==> src/rtl/ws2812_decoder.sv <==
// ============================================================================
// Module   : ws2812_decoder
// Brief    : WS2812 single-wire receiver; pulse-width decode to 24-bit GRB words
// Revision : 1.0 - initial release
// ============================================================================
`default_nettype none

module ws2812_decoder #(
  parameter int T1_MIN       = 7,
  parameter int HIGH_MIN     = 2,
  parameter int HIGH_MAX     = 24,
  parameter int RESET_CYCLES = 600
) (
  input  logic       CLK,
  input  logic       RST_N,
  input  logic       DIN,
  output logic [7:0] o_green,
  output logic [7:0] o_red,
  output logic [7:0] o_blue,
  output logic [7:0] o_index,
  output logic       o_valid,
  output logic       o_latch,
  output logic       o_error
);

  localparam logic [4:0] c_t1_min   = 5'(T1_MIN);
  localparam logic [4:0] c_high_min = 5'(HIGH_MIN);
  localparam logic [4:0] c_high_max = 5'(HIGH_MAX);
  localparam logic [9:0] c_reset    = 10'(RESET_CYCLES);
  localparam logic [4:0] c_last_bit = 5'd23;

  typedef enum logic [1:0] {
    ST_SYNC = 2'd0,
    ST_IDLE = 2'd1,
    ST_HIGH = 2'd2,
    ST_LOW  = 2'd3
  } state_t;

  logic   r_din_meta, r_din_s, r_din_d;
  logic   r_rise, r_fall;
  state_t r_state, w_state_nxt;
  logic [4:0]  r_high_cnt, w_high_nxt, w_high_inc;
  logic [9:0]  r_low_cnt, w_low_nxt, w_low_inc;
  logic [4:0]  r_bit_cnt, w_bit_nxt;
  logic [23:0] r_sr, w_sr_nxt, w_sr_shift;
  logic [7:0]  r_pix_cnt, w_pix_nxt;
  logic        w_valid, w_latch, w_error;

  // Edge flags are registered so the FSM acts two edges after din_s changes
  always_ff @(posedge CLK or negedge RST_N) begin
    if (!RST_N) begin
      r_din_meta <= 1'b0;
      r_din_s    <= 1'b0;
      r_din_d    <= 1'b0;
      r_rise     <= 1'b0;
      r_fall     <= 1'b0;
    end else begin
      r_din_meta <= DIN;
      r_din_s    <= r_din_meta;
      r_din_d    <= r_din_s;
      r_rise     <= !r_din_d & r_din_s;
      r_fall     <= r_din_d & !r_din_s;
    end
  end

  assign w_high_inc = (r_high_cnt == 5'd31) ? 5'd31 : r_high_cnt + 5'd1;
  assign w_low_inc  = (r_low_cnt >= c_reset) ? c_reset : r_low_cnt + 10'd1;
  assign w_sr_shift = {r_sr[22:0], (r_high_cnt >= c_t1_min)};

  always_comb begin
    w_state_nxt = r_state;
    w_high_nxt  = r_high_cnt;
    w_low_nxt   = r_low_cnt;
    w_bit_nxt   = r_bit_cnt;
    w_sr_nxt    = r_sr;
    w_pix_nxt   = r_pix_cnt;
    w_valid     = 1'b0;
    w_latch     = 1'b0;
    w_error     = 1'b0;
    case (r_state)
      ST_SYNC: begin
        w_bit_nxt = 5'd0;
        if (r_din_d) begin
          w_low_nxt = 10'd0;
        end else if (w_low_inc >= c_reset) begin
          w_low_nxt   = 10'd0;
          w_state_nxt = ST_IDLE;
        end else begin
          w_low_nxt = w_low_inc;
        end
      end
      ST_IDLE: begin
        if (r_rise) begin
          w_state_nxt = ST_HIGH;
          w_high_nxt  = 5'd1;
          w_bit_nxt   = 5'd0;
        end
      end
      ST_HIGH: begin
        if (r_fall) begin
          w_low_nxt = 10'd0;
          if (r_high_cnt < c_high_min) begin
            w_error     = 1'b1;
            w_bit_nxt   = 5'd0;
            w_state_nxt = ST_SYNC;
          end else begin
            w_sr_nxt    = w_sr_shift;
            w_state_nxt = ST_LOW;
            if (r_bit_cnt == c_last_bit) begin
              w_valid   = 1'b1;
              w_bit_nxt = 5'd0;
              w_pix_nxt = r_pix_cnt + 8'd1;
            end else begin
              w_bit_nxt = r_bit_cnt + 5'd1;
            end
          end
        end else if (r_high_cnt >= c_high_max) begin
          // Next count would exceed the maximum: abandon the word now
          w_error     = 1'b1;
          w_bit_nxt   = 5'd0;
          w_low_nxt   = 10'd0;
          w_state_nxt = ST_SYNC;
        end else begin
          w_high_nxt = w_high_inc;
        end
      end
      ST_LOW: begin
        if (r_rise) begin
          w_state_nxt = ST_HIGH;
          w_high_nxt  = 5'd1;
        end else if (w_low_inc >= c_reset) begin
          w_latch     = 1'b1;
          w_error     = (r_bit_cnt != 5'd0);
          w_bit_nxt   = 5'd0;
          w_pix_nxt   = 8'd0;
          w_low_nxt   = 10'd0;
          w_state_nxt = ST_IDLE;
        end else begin
          w_low_nxt = w_low_inc;
        end
      end
      default: w_state_nxt = ST_SYNC;
    endcase
  end

  always_ff @(posedge CLK or negedge RST_N) begin
    if (!RST_N) begin
      r_state    <= ST_SYNC;
      r_high_cnt <= 5'd0;
      r_low_cnt  <= 10'd0;
      r_bit_cnt  <= 5'd0;
      r_sr       <= 24'd0;
      r_pix_cnt  <= 8'd0;
      o_green    <= 8'd0;
      o_red      <= 8'd0;
      o_blue     <= 8'd0;
      o_index    <= 8'd0;
      o_valid    <= 1'b0;
      o_latch    <= 1'b0;
      o_error    <= 1'b0;
    end else begin
      r_state    <= w_state_nxt;
      r_high_cnt <= w_high_nxt;
      r_low_cnt  <= w_low_nxt;
      r_bit_cnt  <= w_bit_nxt;
      r_sr       <= w_sr_nxt;
      r_pix_cnt  <= w_pix_nxt;
      o_valid    <= w_valid;
      o_latch    <= w_latch;
      o_error    <= w_error;
      if (w_valid) begin
        o_green <= w_sr_nxt[23:16];
        o_red   <= w_sr_nxt[15:8];
        o_blue  <= w_sr_nxt[7:0];
        o_index <= r_pix_cnt;
      end
    end
  end

endmodule

`default_nettype wire

==> config.mk <==
export PLATFORM = sky130hd
export DESIGN_NAME = ws2812_decoder
export DESIGN_NICKNAME = d
export VERILOG_FILES = /design/src/rtl/ws2812_decoder.sv
export SDC_FILE = /design/constraint.sdc
export NUM_CORES = 1
export LEC_CHECK = 0
export BUFFER_PORTS_ARGS = -buffer_cell sky130_fd_sc_hd__buf_2
export CORE_ASPECT_RATIO = 1.5
export CORE_MARGIN = 3
export CORE_UTILIZATION = 63
export CTS_CLUSTER_DIAMETER = 50
export DETAILED_ROUTE_END_ITERATION = 8
export GPL_TIMING_DRIVEN = 0
export HOLD_SLACK_MARGIN = 0.02
export PLACE_DENSITY = 0.84
export SYNTH_ARGS = -nofsm -noshare
export SYNTH_HDL_FRONTEND = slang
export SYNTH_SLANG_ARGS = --single-unit
==> constraint.sdc <==
create_clock -name CLK -period 6.7 [get_ports CLK]
set_input_delay 0.67 -clock CLK [delete_from_list [all_inputs] [get_ports CLK]]
set_output_delay 0.67 -clock CLK [all_outputs]
set_load 0.05 [all_outputs]
==> results.cfg <==
[status]
status = finished clean

[sta]
final.setup_skew_ps = 11.9
setup_viol = 0
timing.final.crit_share_pct = 40.5
fmax_ghz = 0.369
fin_ws_ps = 3990
tightest_slew_ps = 531
period_minus_slack_ps = 2710
final_max_slew_viol_count = 0
rsz0062_at_grt = false
setup_tns_ps = 0
slew_headroom_pct = 63.7
fin_hold_ws_ps = 211
hold_violations = 0

[critical_path]
cp.arrival_ps = 2990
worstPathCellList = ha_1 > and3b_1 > o221ai_1 > a21oi_1 > o41ai_4 > buf_6 > buf_6 > o211ai_1 > o211ai_1
worstPathMaxFanout = 10
path_class = reg2reg
cp-start-kind = register
path_delay_family = compound AO/OA/AOI/OAI gates
crit_required_ps = 6980
path_buf_inv = 2
critPathSlowestCell = o41ai_4
max_stage_delay_ps = 580
end_kind = register

[floorplanning]
start_util_pct = 65.1
ios = 38
die_area_um2 = 7790
die_w_um = 73.1
die-height_um = 107
num_rows = 36
core_um2 = 6530

[synthesis]
yosysTopAreaCellShare_pct = 55.4
yosys-top-cells-area = dfrtp_1, mux2_2, nand2_1
synth_common_cells = dfrtp_1, mux2_2, nand2_1, o21ai_0, nor2_1
ys_warn_count = 0
synth_area_leader_cell = dfrtp_1
syn_nets = 375
netlist_instances = 366
syn_avg_cell_area_um2 = 11.6
synth_cell_types = 58
synth.most_common_cell = dfrtp_1
synth_area_um2 = 4250
ys_ff_latch = 94
synth_flop_cell = dfrtp_1
synth.yosys.seq_area_share_pct = 55.4
synth_edf_count = 0
async_flop_share_pct = 100

[cts]
ctsHoldBuffers = 0
cts_tree = yes
cts_sinks = 94
cts-root-buf = clkbuf_8
clock_latency_ps = 360
clk_pin_slew_worst_paths_ps = 90
cts_buffers = 9
htree_levels = 3
cts_resized = 0
cts_setup_buffers = 0
cts_max_path_buffers = 2

[grt]
first_global_vias = 3006
grt_use_total_pct = 23.0
grt_pass1_wl_mm = 13.9
grt_overflow = 0
grt_max_degree = 70
antenna_found_initial = 0

[power_and_ir_drop]
switchingPower_mw = 0.211
swShare_pct = 22.6
internal-power_mw = 0.722
comb_power_share_pct = 2.5
power.share.sequential_pct = 61.5
power_density_nw_per_um2 = 197
ir_drop_mv = 0.185
pwr-share-clk_pct = 36.0
p_leak_nw = 2.46

[route]
vias = 2973
ant_nets = 0
drt_first_pass_iters = 4
detail_route.vias_per_cell = 5.99
drc = 0
wl_per_cell_um = 16.5
drt-initial-drc-count = 116
postRouteWirelength_mm = 8.18

[placement]
numPortBuffers = 37
finalWeightedCongestion = 0.882
dpl_worst_slack_ps = 4030
hpwl_mm = 5.73

[finish]
final_nets = 424
area_growth_syn_to_layout_pct = 11.4
antenna_cells = 0
layout-drive-gt1-share_pct = 28.6

[worst_hold_path]
worstHoldPathType = in2async

[run]
maxCapViolCount = 0
[final timing paths]
check                                       endpoint  slack, ps                     start  cells after the start
hold / removal             r_high_cnt[0]$_DFFE_PN0P_        210                     RST_N                      1
setup / recovery            r_pix_cnt[2]$_DFFE_PN0P_       3990  r_low_cnt[0]$_DFFE_PN0P_                      9
setup reg to reg            r_pix_cnt[2]$_DFFE_PN0P_       3990  r_low_cnt[0]$_DFFE_PN0P_                      9
max in group asynchronous         r_sr[21]$_DFF_PN0_       5860                     RST_N                      2
min in group CLK                   r_din_s$_DFF_PN0_        360      r_din_meta$_DFF_PN0_                      0
hold reg to reg                    r_din_s$_DFF_PN0_        360      r_din_meta$_DFF_PN0_                      0
[cells by family after synthesis]
family	share of synthesized area, %
AO/OA/AOI/OAI	12.5
XOR/XNOR	0.824
adder cells (fa/ha/maj)	1.77
buffers and inverters	3.68
flip-flops	55.4
multiplexers	13.4
AND/OR/NAND/NOR	12.5
[final cells by class]
| class | count | area [um^2] |
|---|---|---|
| Multi-Input combinational cell | 238 | 1740 |
| Fill cell | 440 | 1800 |
| Timing Repair Buffer | 38 | 215 |
| Buffer | 20 | 104 |
| Clock inverter | 5 | 33.8 |
| Sequential cell | 94 | 2350 |
| Tap cell | 76 | 95.1 |
| Inverter | 14 | 52.6 |
| Clock buffer | 11 | 141 |
[placed cells by master (no fill, tap or decap), types with 6 or more instances in the layout]
master    instances
dfrtp_1          94
a21o_1            6
nand2_1          44
inv_1            13
buf_2            44
o21ai_0          16
nand3_1           9
a21oi_1           8
clkbuf_8         10
ha_1              6
clkbuf_1         10
nor2b_1           6
nor2_1           14
mux2_2           46
nand4_1           6
[flip-flops by register name, summed over array words and instances, names as in the netlist]
name        flops
o_blue          8
r_rise          1
o_red           8
r_din_d         1
o_index         8
r_din_meta      1
r_high_cnt      5
o_green         8
o_valid         1
r_fall          1
r_pix_cnt       8
o_error         1
o_latch         1
r_sr           24
r_state         2
r_bit_cnt       5
r_din_s         1
r_low_cnt      10
[power by group through the flow]
| stage | clock, mW | combinational (mW) | sequential [mW] |
|---|---|---|---|
| after global routing | 0.367 | 0.0267 | 0.574 |
| after CTS | 0.345 | 0.0245 | 0.573 |
| after detailed placement | 0 | 0.0245 | 0.585 |
| final | 0.336 | 0.0234 | 0.573 |
| after floorplan | 0 | 0.00850 | 0.584 |
| after global placement | 0 | 0.0215 | 0.584 |
[metrics by stage]
step / total power, mW / cell area (um^2) / instances / utilization (%)
floorplan: 0.592 / 4250 / 366 / -
global placement: 0.606 / 4530 / 479 / 69.3
detailed placement: 0.609 / 4560 / 480 / 69.8
CTS: 0.942 / 4730 / 496 / 72.5
global route: 0.968 / 4730 / 496 / 72.5
finish: 0.932 / 4730 / 496 / 72.5
[routing by layer]
metal / wire [um] / vias to the layer above / track usage [%] / share of wire [%]
li1: - / 1400 / - / -
met1: 3290 / 1495 / 27.6 / 40
met2: 4430 / 65 / 39.3 / 54
met3: 309 / 13 / 5.44 / 3.8
met4: 159 / 0 / 9.23 / 1.9
met5: 0 / - / 0 / 0
No activity file was read; power rests on OpenSTA's default activity.
